<file path="src/rtl/rgb_led_pkg.sv">
// Shared types for the RGB LED arbiter: colour layout, FSM states and colour width.
package rgb_led_pkg;

  localparam int COLOR_W = 24;

  typedef struct packed {
    logic [7:0] r;
    logic [7:0] g;
    logic [7:0] b;
  } rgb_color_t;

  typedef enum logic {
    IDLE = 1'b0,
    SHOW = 1'b1
  } state_t;

endpackage

</file>
<file path="src/rtl/rgb_pwm_gen.sv">
// Three-channel PWM generator: one free-running counter, three comparators, registered enables.
module rgb_pwm_gen
  import rgb_led_pkg::*;
#(
  parameter int PWM_BITS = 8
) (
  input  logic                i_clk,
  input  logic                i_rst,
  input  logic                i_en,
  input  logic                i_clr,
  input  logic [PWM_BITS-1:0] i_duty_r,
  input  logic [PWM_BITS-1:0] i_duty_g,
  input  logic [PWM_BITS-1:0] i_duty_b,
  output logic                o_pwm_r,
  output logic                o_pwm_g,
  output logic                o_pwm_b
);

  logic [PWM_BITS-1:0] r_pwm_cnt;
  logic [PWM_BITS-1:0] w_cnt_next;

  // i_en and duties describe the coming cycle, so compare against the next count value.
  always_comb begin
    w_cnt_next = r_pwm_cnt;
    if (i_clr) begin
      w_cnt_next = '0;
    end else if (i_en) begin
      w_cnt_next = r_pwm_cnt + 1'b1;
    end
  end

  always_ff @(posedge i_clk) begin
    if (i_rst) begin
      r_pwm_cnt <= '0;
      o_pwm_r   <= 1'b0;
      o_pwm_g   <= 1'b0;
      o_pwm_b   <= 1'b0;
    end else begin
      r_pwm_cnt <= w_cnt_next;
      o_pwm_r   <= i_en & (w_cnt_next < i_duty_r);
      o_pwm_g   <= i_en & (w_cnt_next < i_duty_g);
      o_pwm_b   <= i_en & (w_cnt_next < i_duty_b);
    end
  end

endmodule

</file>
<file path="src/rtl/rgb_led_arbiter.sv">
// Round-robin sharing of the single RGB LED driver: each granted requester's colour
// is shown as PWM for its requested number of ticks.
module rgb_led_arbiter
  import rgb_led_pkg::*;
#(
  parameter int NUM_REQ  = 4,
  parameter int PWM_BITS = 8,
  parameter int TICK_DIV = 48000,
  parameter int DUR_BITS = 16
) (
  input  logic                          i_clk,
  input  logic                          i_rst,
  input  logic [NUM_REQ-1:0]            i_req_valid,
  output logic [NUM_REQ-1:0]            o_req_ready,
  input  logic [NUM_REQ*COLOR_W-1:0]    i_req_color,
  input  logic [NUM_REQ*DUR_BITS-1:0]   i_req_dur,
  input  logic                          i_cancel,
  output logic                          o_pwm_red,
  output logic                          o_pwm_green,
  output logic                          o_pwm_blue,
  output logic                          o_busy,
  output logic [$clog2(NUM_REQ)-1:0]    o_owner
);

  localparam int OWN_W  = $clog2(NUM_REQ);
  localparam int TICK_W = (TICK_DIV > 1) ? $clog2(TICK_DIV) : 1;

  state_t              r_state;
  state_t              w_state_next;
  logic [OWN_W-1:0]    r_rr_ptr;
  logic [OWN_W-1:0]    r_owner;
  logic [OWN_W-1:0]    w_winner;
  logic                w_found;
  logic                w_transfer;
  logic                w_tick_wrap;
  logic                w_en_next;
  logic [TICK_W-1:0]   r_tick_cnt;
  logic [DUR_BITS-1:0] r_remaining;
  logic [DUR_BITS-1:0] w_in_dur;
  rgb_color_t          r_duty;
  rgb_color_t          w_in_color;
  rgb_color_t          w_duty_next;

  // First valid requester scanning upward from r_rr_ptr, wrapping at NUM_REQ.
  always_comb begin : p_arb
    logic [OWN_W:0] sum;
    w_found  = 1'b0;
    w_winner = '0;
    sum      = '0;
    for (int k = 0; k < NUM_REQ; k++) begin
      sum = {1'b0, r_rr_ptr} + (OWN_W+1)'(k);
      if (sum >= (OWN_W+1)'(NUM_REQ)) begin
        sum = sum - (OWN_W+1)'(NUM_REQ);
      end
      if (!w_found && i_req_valid[sum[OWN_W-1:0]]) begin
        w_found  = 1'b1;
        w_winner = sum[OWN_W-1:0];
      end
    end
  end

  assign w_transfer = (r_state == IDLE) && !i_cancel && w_found;

  always_comb begin
    o_req_ready = '0;
    if (w_transfer) begin
      o_req_ready[w_winner] = 1'b1;
    end
  end

  assign w_in_color  = i_req_color[w_winner*COLOR_W +: COLOR_W];
  assign w_in_dur    = i_req_dur[w_winner*DUR_BITS +: DUR_BITS];
  assign w_tick_wrap = (r_tick_cnt == TICK_W'(TICK_DIV - 1));

  always_ff @(posedge i_clk) begin
    if (i_rst) begin
      r_state <= IDLE;
    end else begin
      r_state <= w_state_next;
    end
  end

  // cancel takes priority over the normal end-of-display exit.
  always_comb begin
    w_state_next = r_state;
    case (r_state)
      IDLE: if (w_transfer) w_state_next = SHOW;
      SHOW: if (i_cancel || (w_tick_wrap && (r_remaining == DUR_BITS'(1)))) w_state_next = IDLE;
      default: w_state_next = IDLE;
    endcase
  end

  always_ff @(posedge i_clk) begin
    if (i_rst) begin
      r_duty      <= '0;
      r_remaining <= '0;
      r_owner     <= '0;
      r_rr_ptr    <= '0;
      r_tick_cnt  <= '0;
    end else if (w_transfer) begin
      r_duty      <= w_in_color;
      r_remaining <= (w_in_dur == '0) ? DUR_BITS'(1) : w_in_dur;
      r_owner     <= w_winner;
      r_rr_ptr    <= (w_winner == OWN_W'(NUM_REQ - 1)) ? '0 : w_winner + 1'b1;
      r_tick_cnt  <= '0;
    end else if (r_state == SHOW) begin
      if (w_tick_wrap) begin
        r_tick_cnt <= '0;
        if (r_remaining != DUR_BITS'(1)) begin
          r_remaining <= r_remaining - 1'b1;
        end
      end else begin
        r_tick_cnt <= r_tick_cnt + 1'b1;
      end
    end
  end

  // The PWM stage registers its outputs, so feed it next-cycle enable and duty.
  assign w_en_next   = (w_state_next == SHOW);
  assign w_duty_next = w_transfer ? w_in_color : r_duty;

  rgb_pwm_gen #(
    .PWM_BITS (PWM_BITS)
  ) u_pwm (
    .i_clk    (i_clk),
    .i_rst    (i_rst),
    .i_en     (w_en_next),
    .i_clr    (w_transfer),
    .i_duty_r (PWM_BITS'(w_duty_next.r)),
    .i_duty_g (PWM_BITS'(w_duty_next.g)),
    .i_duty_b (PWM_BITS'(w_duty_next.b)),
    .o_pwm_r  (o_pwm_red),
    .o_pwm_g  (o_pwm_green),
    .o_pwm_b  (o_pwm_blue)
  );

  assign o_busy  = (r_state == SHOW);
  assign o_owner = r_owner;

endmodule

</file>
<file path="config.mk">
export PLATFORM = sky130hd
export DESIGN_NAME = rgb_led_arbiter
export DESIGN_NICKNAME = d
export VERILOG_FILES = /design/src/rtl/rgb_led_pkg.sv /design/src/rtl/rgb_pwm_gen.sv /design/src/rtl/rgb_led_arbiter.sv
export SDC_FILE = /design/constraint.sdc
export NUM_CORES = 1
export LEC_CHECK = 0
export BUFFER_PORTS_ARGS = -buffer_cell sky130_fd_sc_hd__buf_2
export CAP_MARGIN = 15
export CELL_PAD_IN_SITES_DETAIL_PLACEMENT = 1
export CELL_PAD_IN_SITES_GLOBAL_PLACEMENT = 1
export CORE_UTILIZATION = 37
export CTS_BUF_LIST = sky130_fd_sc_hd__clkbuf_2
export CTS_CLUSTER_DIAMETER = 200
export CTS_CLUSTER_SIZE = 40
export DETAILED_ROUTE_END_ITERATION = 8
export GPL_TIMING_DRIVEN = 0
export PLACE_DENSITY_LB_ADDON = 0.25
export RECOVER_POWER = 100
export SYNTH_ARGS = -nofsm -noshare
export SYNTH_HDL_FRONTEND = slang
export SYNTH_HIERARCHICAL = 1
export SYNTH_SLANG_ARGS = --single-unit
</file>
<file path="constraint.sdc">
create_clock -name i_clk -period 4.2 [get_ports i_clk]
set_input_delay 0 -clock i_clk [delete_from_list [all_inputs] [get_ports i_clk]]
set_output_delay 0 -clock i_clk [all_outputs]
set_load 0.01 [all_outputs]
</file>
* Word-level counts from Yosys, hierarchy flattened
Cells that the tools add are included.
Word-level totals: logic and storage cells 101, register bits 72
Operators by class: reductions and logical operators 18, multipliers 1, shift operators 2, $lt $le $gt $ge 13, bitwise operators 4, multiplexer cells 36, equality and inequality tests 4, add/sub/neg operators 11
Operator list (count):
- $mux W16 | 6
- $shiftx A96 B8 Y24 | 1
- $shiftx A64 B7 Y16 | 1
- $lt A8 B8 Y1 | 3
- $mux W24 | 1
- $mux W2 | 9
- $add A16 B1 Y16 const B | 1
- $eq A16 B1 Y1 const B | 1
- $eq A16 B16 Y1 const B | 1
- $logic_not A16 Y1 | 1
- $mux W8 | 2
- $ne A16 B1 Y1 const B | 1
- $sub A16 B1 Y16 const B | 1
- $lt A2 B3 Y1 const B | 5
- $mux W1 | 11
- $ge A3 B3 Y1 const B | 3
- $add A8 B1 Y8 const B | 1
- $bmux W1 S2 | 4
- $sub A2 B1 Y2 const B | 4
- $logic_and A1 B1 Y1 | 7
- $add A2 B2 Y3 const B | 2
- $reduce_bool A2 Y1 | 3
- $logic_not A1 Y1 | 4
- $mul A2 B2 Y4 const B | 1
- 13 further kinds | 15

* Depth between registers and ports, before layout
word-level depth 21, depth in mapped cells 15, gate-level depth less buffers 13

* Hierarchy
Netlist, hierarchy kept.
Modules (own cells, without submodules):
- rgb_led_arbiter | cells an instance 577, sequential area each 1221.2 sq um, area an instance 4159.0 sq um, times used 1
- rgb_pwm_gen | cells an instance 133, sequential area each 220.2 sq um, area an instance 1032.2 sq um, times used 1

* Worst setup path after synthesis
OpenSTA, ideal clock, no wires.
path kind flip-flop to flip-flop, from register r_remaining[7], to register u_pwm.o_pwm_b, arrival 3.106 ns, path buffers 1, stages on the path, launching flop included 15, data required time 4.114 ns, path slack 1.008 ns, cells stage by stage dfxtp_1 -> or4_2 -> nor4_4 -> nand2_1 -> nand4bb_1 -> nor3_1 -> o21ai_0 -> buf_4 -> nand4_4 -> o21ai_0 -> a21oi_1 -> ha_1 -> a211oi_1 -> o21ai_0 -> a211oi_1
On the way: word-level cells in the longest chain between the ends 9
Ends and longest elaborated chain:
- start, declared | line rgb_led_arbiter.sv:38 | logic [DUR_BITS-1:0] r_remaining;
- start signal, assigned | line rgb_led_arbiter.sv:102 | r_remaining <= (w_in_dur == '0) ? DUR_BITS'(1) : w_in_dur;
- start signal, assigned | line rgb_led_arbiter.sv:110 | r_remaining <= r_remaining - 1'b1;
- $eq A16 B1 Y1 | line rgb_led_arbiter.sv:88 | SHOW: if (i_cancel || (w_tick_wrap && (r_remaining == DUR_BITS'(1)))) w_state_next = IDLE;
- $logic_and A1 B1 Y1 | line rgb_led_arbiter.sv:88
- $logic_or A1 B1 Y1 | line rgb_led_arbiter.sv:88
- $mux W1 | line rgb_led_arbiter.sv:88
- $pmux W1 S2 | line rgb_led_arbiter.sv:86 | case (r_state)
- named net w_en_next | line rgb_led_arbiter.sv:36 | logic w_en_next;
- $mux W8 | line rgb_pwm_gen.sv:27 | end else if (i_en) begin
- $mux W8 | line rgb_pwm_gen.sv:25 | if (i_clr) begin
- named net u_pwm.w_cnt_next[5] | line rgb_pwm_gen.sv:20 | logic [PWM_BITS-1:0] w_cnt_next;
- $lt A8 B8 Y1 | line rgb_pwm_gen.sv:42 | o_pwm_b <= i_en & (w_cnt_next < i_duty_b);
- $and A1 B1 Y1 | line rgb_pwm_gen.sv:42
- end signal, assigned | line rgb_pwm_gen.sv:42
- end, declared | line rgb_pwm_gen.sv:16 | output logic o_pwm_b
The timed path passes the listed nets, and every way through them passes these cells. A chain may end at the register's enable or synchronous reset.

* Final worst setup path
from register r_state, in the netlist o_busy, to register u_pwm.o_pwm_b
On the way: word-level cells in the longest chain between the ends 9, elaborated cells on any way between the ends 10, those cells by class order compare (1); mux (5); bitwise (2); reduce/logical (2)
Ends and longest elaborated chain:
- start, declared | line rgb_led_arbiter.sv:28 | state_t r_state;
- start signal, assigned | line rgb_led_arbiter.sv:79 | r_state <= w_state_next;
- $not A1 Y1 *
- $logic_and A1 B1 Y1 * (2 in series) | line rgb_led_arbiter.sv:62 | assign w_transfer = (r_state == IDLE) && !i_cancel && w_found;
- named net w_transfer | line rgb_led_arbiter.sv:34 | logic w_transfer;
- $mux W1 | line rgb_led_arbiter.sv:87 | IDLE: if (w_transfer) w_state_next = SHOW;
- $pmux W1 S2 | line rgb_led_arbiter.sv:86
- $mux W8 | line rgb_pwm_gen.sv:27
- $mux W8 * | line rgb_pwm_gen.sv:25
- named net u_pwm.w_cnt_next[5] | line rgb_pwm_gen.sv:20
- $lt A8 B8 Y1 * | line rgb_pwm_gen.sv:42
- $and A1 B1 Y1 * | line rgb_pwm_gen.sv:42
Mark *: on every way through the listed nets, which the timed path passes. The rest lies on a longest branch.

==> results.md <==
* Crit path buf inv count at 5
* Post-synth top cells: nand2_1, nand3_1, dfxtp_1
* Detail Placement HPWL at 14.9 mm
* Hold path cells at 5
* RD Place Congestion at 0.877
* Clock-pin slew on the worst setup and hold paths at 0.24 ns
* Die ar. at 0.0145 mm²
* HP Start: i_req_dur[28]
* Routed len/inst at 21.3 µm
* Vias in the first global route at 7471
* Sequential-to-total area share from yosys stat at 0.278
* Post-synth top area cell: dfxtp_1
* Worst rel slew slack at 0.355
* Clock Root Buffer: clkbuf_2
* Synth cell types at 55
* Crit path time final at 4.12 ns
* Worst endpoint data arrival time at 4.64 ns
* CP startpoint kind: flip-flop
* EDFF count, synth at 0
* Yosys warns at 6
* Die W at 120 µm
* R2r startpoint: o_busy
* Cell Area, Synth at 0.00519 mm²
* Drt pass-1 iters at 5
* Synthesized Nets at 906
* R2R Setup Slk at 0.08 ns
* F_max at 0.243 GHz
* Final setup violating endpoints at 0
* Largest net degree at the start of global routing at 14
* WP data required at 4.72 ns
* Slew Limit Fails at 0
* Path type of the worst min-delay path: primary input to flip-flop
* Tot GR Track Use at 0.352
* WHS Endpoint: r_remaining[12]
* Crit path cell chain: clkbuf_1, or3_1, clkbuf_1, inv_1, clkbuf_1, clkbuf_1, a21oi_2, ha_1, a211oi_1, o21ai_0, a211oi_2
* Place WS at 0.217 ns
* Max Cap Violations at 0
* Core region area at 0.0135 mm²
* CTS tree: done
* Critical Path Sink Type: flip-flop
* #FFs+latches synth at 72
* Final Hold Vio Count at 0
* CTS H-tree lvls at 3
* Top-count cell post-synth: nand2_1
* Measured slew at the worst slew-check pin at 0.962 ns
* Area Overhead vs Synth at 46.2%
* PortBufs at 176
* Initial antenna violation count at 3
* P per Cell Area at 291 mW/mm²
* Clock insertion delay at the later pin of the skew report at 0.61 ns
* Main synth FF type: dfxtp_1
* Avg Inst Size Synth at 7.31 µm²
* Fin util at 0.564
* Setup bufs post-CTS at 0
* Final WS setup at 0.0801 ns
* Critical Path Max Stage Delay at 0.58 ns
* Worst R2R Path Depth at 11
* Max rail drop VDD at 0.119 mV
* Post-synth ARST share at 0
* Nets@finish at 1209
* Clock buffer depth at 2
* Crit path kind: flip-flop to flip-flop
* Crit-path leading delay family: buffers and inverters
* Routed wire length at 25.5 mm
* Reg2reg end: u_pwm/o_pwm_b
* Most frequent CP cell: clkbuf_1
* Final worst path period share at 0.981
* Slowest-stage cell, CP: clkbuf_1
* Mapped Cells at 710
* Gr ovfl total at 0
* Sink Count at 72
* Worst-path fanout max at 13
* TritonCTS Buffers at 9
* Top cells by area, synth: dfxtp_1, nand2_1, mux2i_1
* First-pass GRT wire length at 39.4 mm
* Area share of the largest cell type after synthesis at 0.278
* ANT nets after route at 0
* Ports at 177
* Outcome: finished, final reports clean
* Ratio of cells with drive above 1 in the final layout at 0.218
* DR vias at 6838
* Rows at 42
* Vias per cell at 5.72
* Die extent in y at 120 µm
* DRT iter0 DRCs at 515
* Worst Skew at 0.0232 ns
* Initial Utilization at 0.386
* P_leak at 3.38 nW
* Residual DRC count at 0
==> worst max-delay path by stage <==
stage,slack (ns),cells after the start,end,from
6_report,0.08,11,u_pwm/o_pwm_b,o_busy
3_5_place_dp,0.22,14,u_pwm/o_pwm_b,r_remaining[7]
3_3_place_gp,0.32,14,u_pwm/o_pwm_b,r_remaining[7]
5_1_grt,-0.03,11,u_pwm/o_pwm_b,o_busy
4_1_cts,0.05,14,u_pwm/o_pwm_r,r_rr_ptr[1]
2_1_floorplan,1.01,14,u_pwm/o_pwm_b,r_remaining[7]
==> flip-flops by register name (all words and copies together) (netlist names) <==
name / flops
r_duty: 24
r_remaining: 16
r_tick_cnt: 16
u_pwm/r_pwm_cnt: 8
o_owner: 2
r_rr_ptr: 2
o_busy: 1
u_pwm/o_pwm_b: 1
u_pwm/o_pwm_g: 1
u_pwm/o_pwm_r: 1
==> cell type report <==
class                      instances  area, µm²
fill                            1739       5870
multi-input combinational        562       3420
timing repair buffer             292       2030
sequential                        72       1440
tap                              176        220
buffer                            40        189
inverter                          36        135
clock inverter                     7       95.1
clock buffer                       9       45.0
antenna                            2       5.00
==> cells in the final DEF, fill, tap and decap left out, types with 4 or more instances in the layout <==
| master | synthesis | final |
|---|---|---|
| buf_2 | 4 | 174 |
| nand2_1 | 166 | 166 |
| dlygate4sd3_1 | 0 | 116 |
| nand3_1 | 78 | 78 |
| dfxtp_1 | 72 | 72 |
| nor2_1 | 55 | 54 |
| mux2i_1 | 51 | 51 |
| a21oi_1 | 42 | 40 |
| inv_1 | 34 | 35 |
| clkbuf_1 | 27 | 32 |
| ha_1 | 29 | 29 |
| a211oi_1 | 20 | 18 |
| xnor2_1 | 16 | 16 |
| xor2_1 | 15 | 15 |
| clkbuf_2 | 0 | 14 |
| o21ai_0 | 12 | 12 |
| nand4_1 | 11 | 11 |
| nor4_1 | 7 | 7 |
| or3_1 | 7 | 7 |
| nor3_1 | 7 | 7 |
| nand2b_1 | 6 | 6 |
| and2_0 | 0 | 4 |
==> worst reg2reg max path, stage by stage (launching register included) <==
cell and delay (ns):
dfxtp_1 0.37, clkbuf_1 0.25, or3_1 0.48, clkbuf_1 0.26
inv_1 0.41, clkbuf_1 0.58, clkbuf_1 0.46, a21oi_2 0.15
ha_1 0.33, a211oi_1 0.24, o21ai_0 0.20, a211oi_2 0.31
==> cell families after synthesis <==
kind of cell	synth area share
xor gates and xnor gates	0.0523
muxes	0.0983
buffers and inverters	0.0646
AOI/OAI and AO/OA	0.102
DFF	0.278
and+or+nand+nor	0.335
adders and majority gates	0.0699
==> routing by layer <==
layer,wire (µm),vias up,GRT usage,share of wire
met5,13,-,0,0.00051
met4,1070,2,0.191,0.042
met3,1520,84,0.0774,0.059
met2,13000,339,0.617,0.51
met1,9960,3367,0.395,0.39
li1,-,3046,-,-
==> power breakdown <==
part	internal [mW]	switching, mW	leakage [nW]
Clock	0.198	0.301	0.0823
Combinational	0.416	0.521	2.71
Sequential	0.733	0.0390	0.589
Total	1.35	0.861	3.38
==> stage by stage <==
step	power, mW	std cells	hold WS (ns)	TNS [ns]	area (µm²)
final	2.21	1196	0.0587	0	7590
after global routing	2.29	1196	0.0398	-0.0282	7590
after detailed placement	1.46	1062	0.356	0	6290
after floorplan	1.21	710	0.0768	0	5190
after CTS	2.10	1194	0.00418	0	7590
after global placement	1.42	1062	0.349	0	6290
==> what timing repair did <==
action / 4_1_cts / 5_1_grt
gates resized for setup: 0 / 16
hold buffers: 116 / 0
hold endpoints to repair: 46 / 0
setup endpoints to repair: 0 / 14
(Power assumes the default switching activity.)
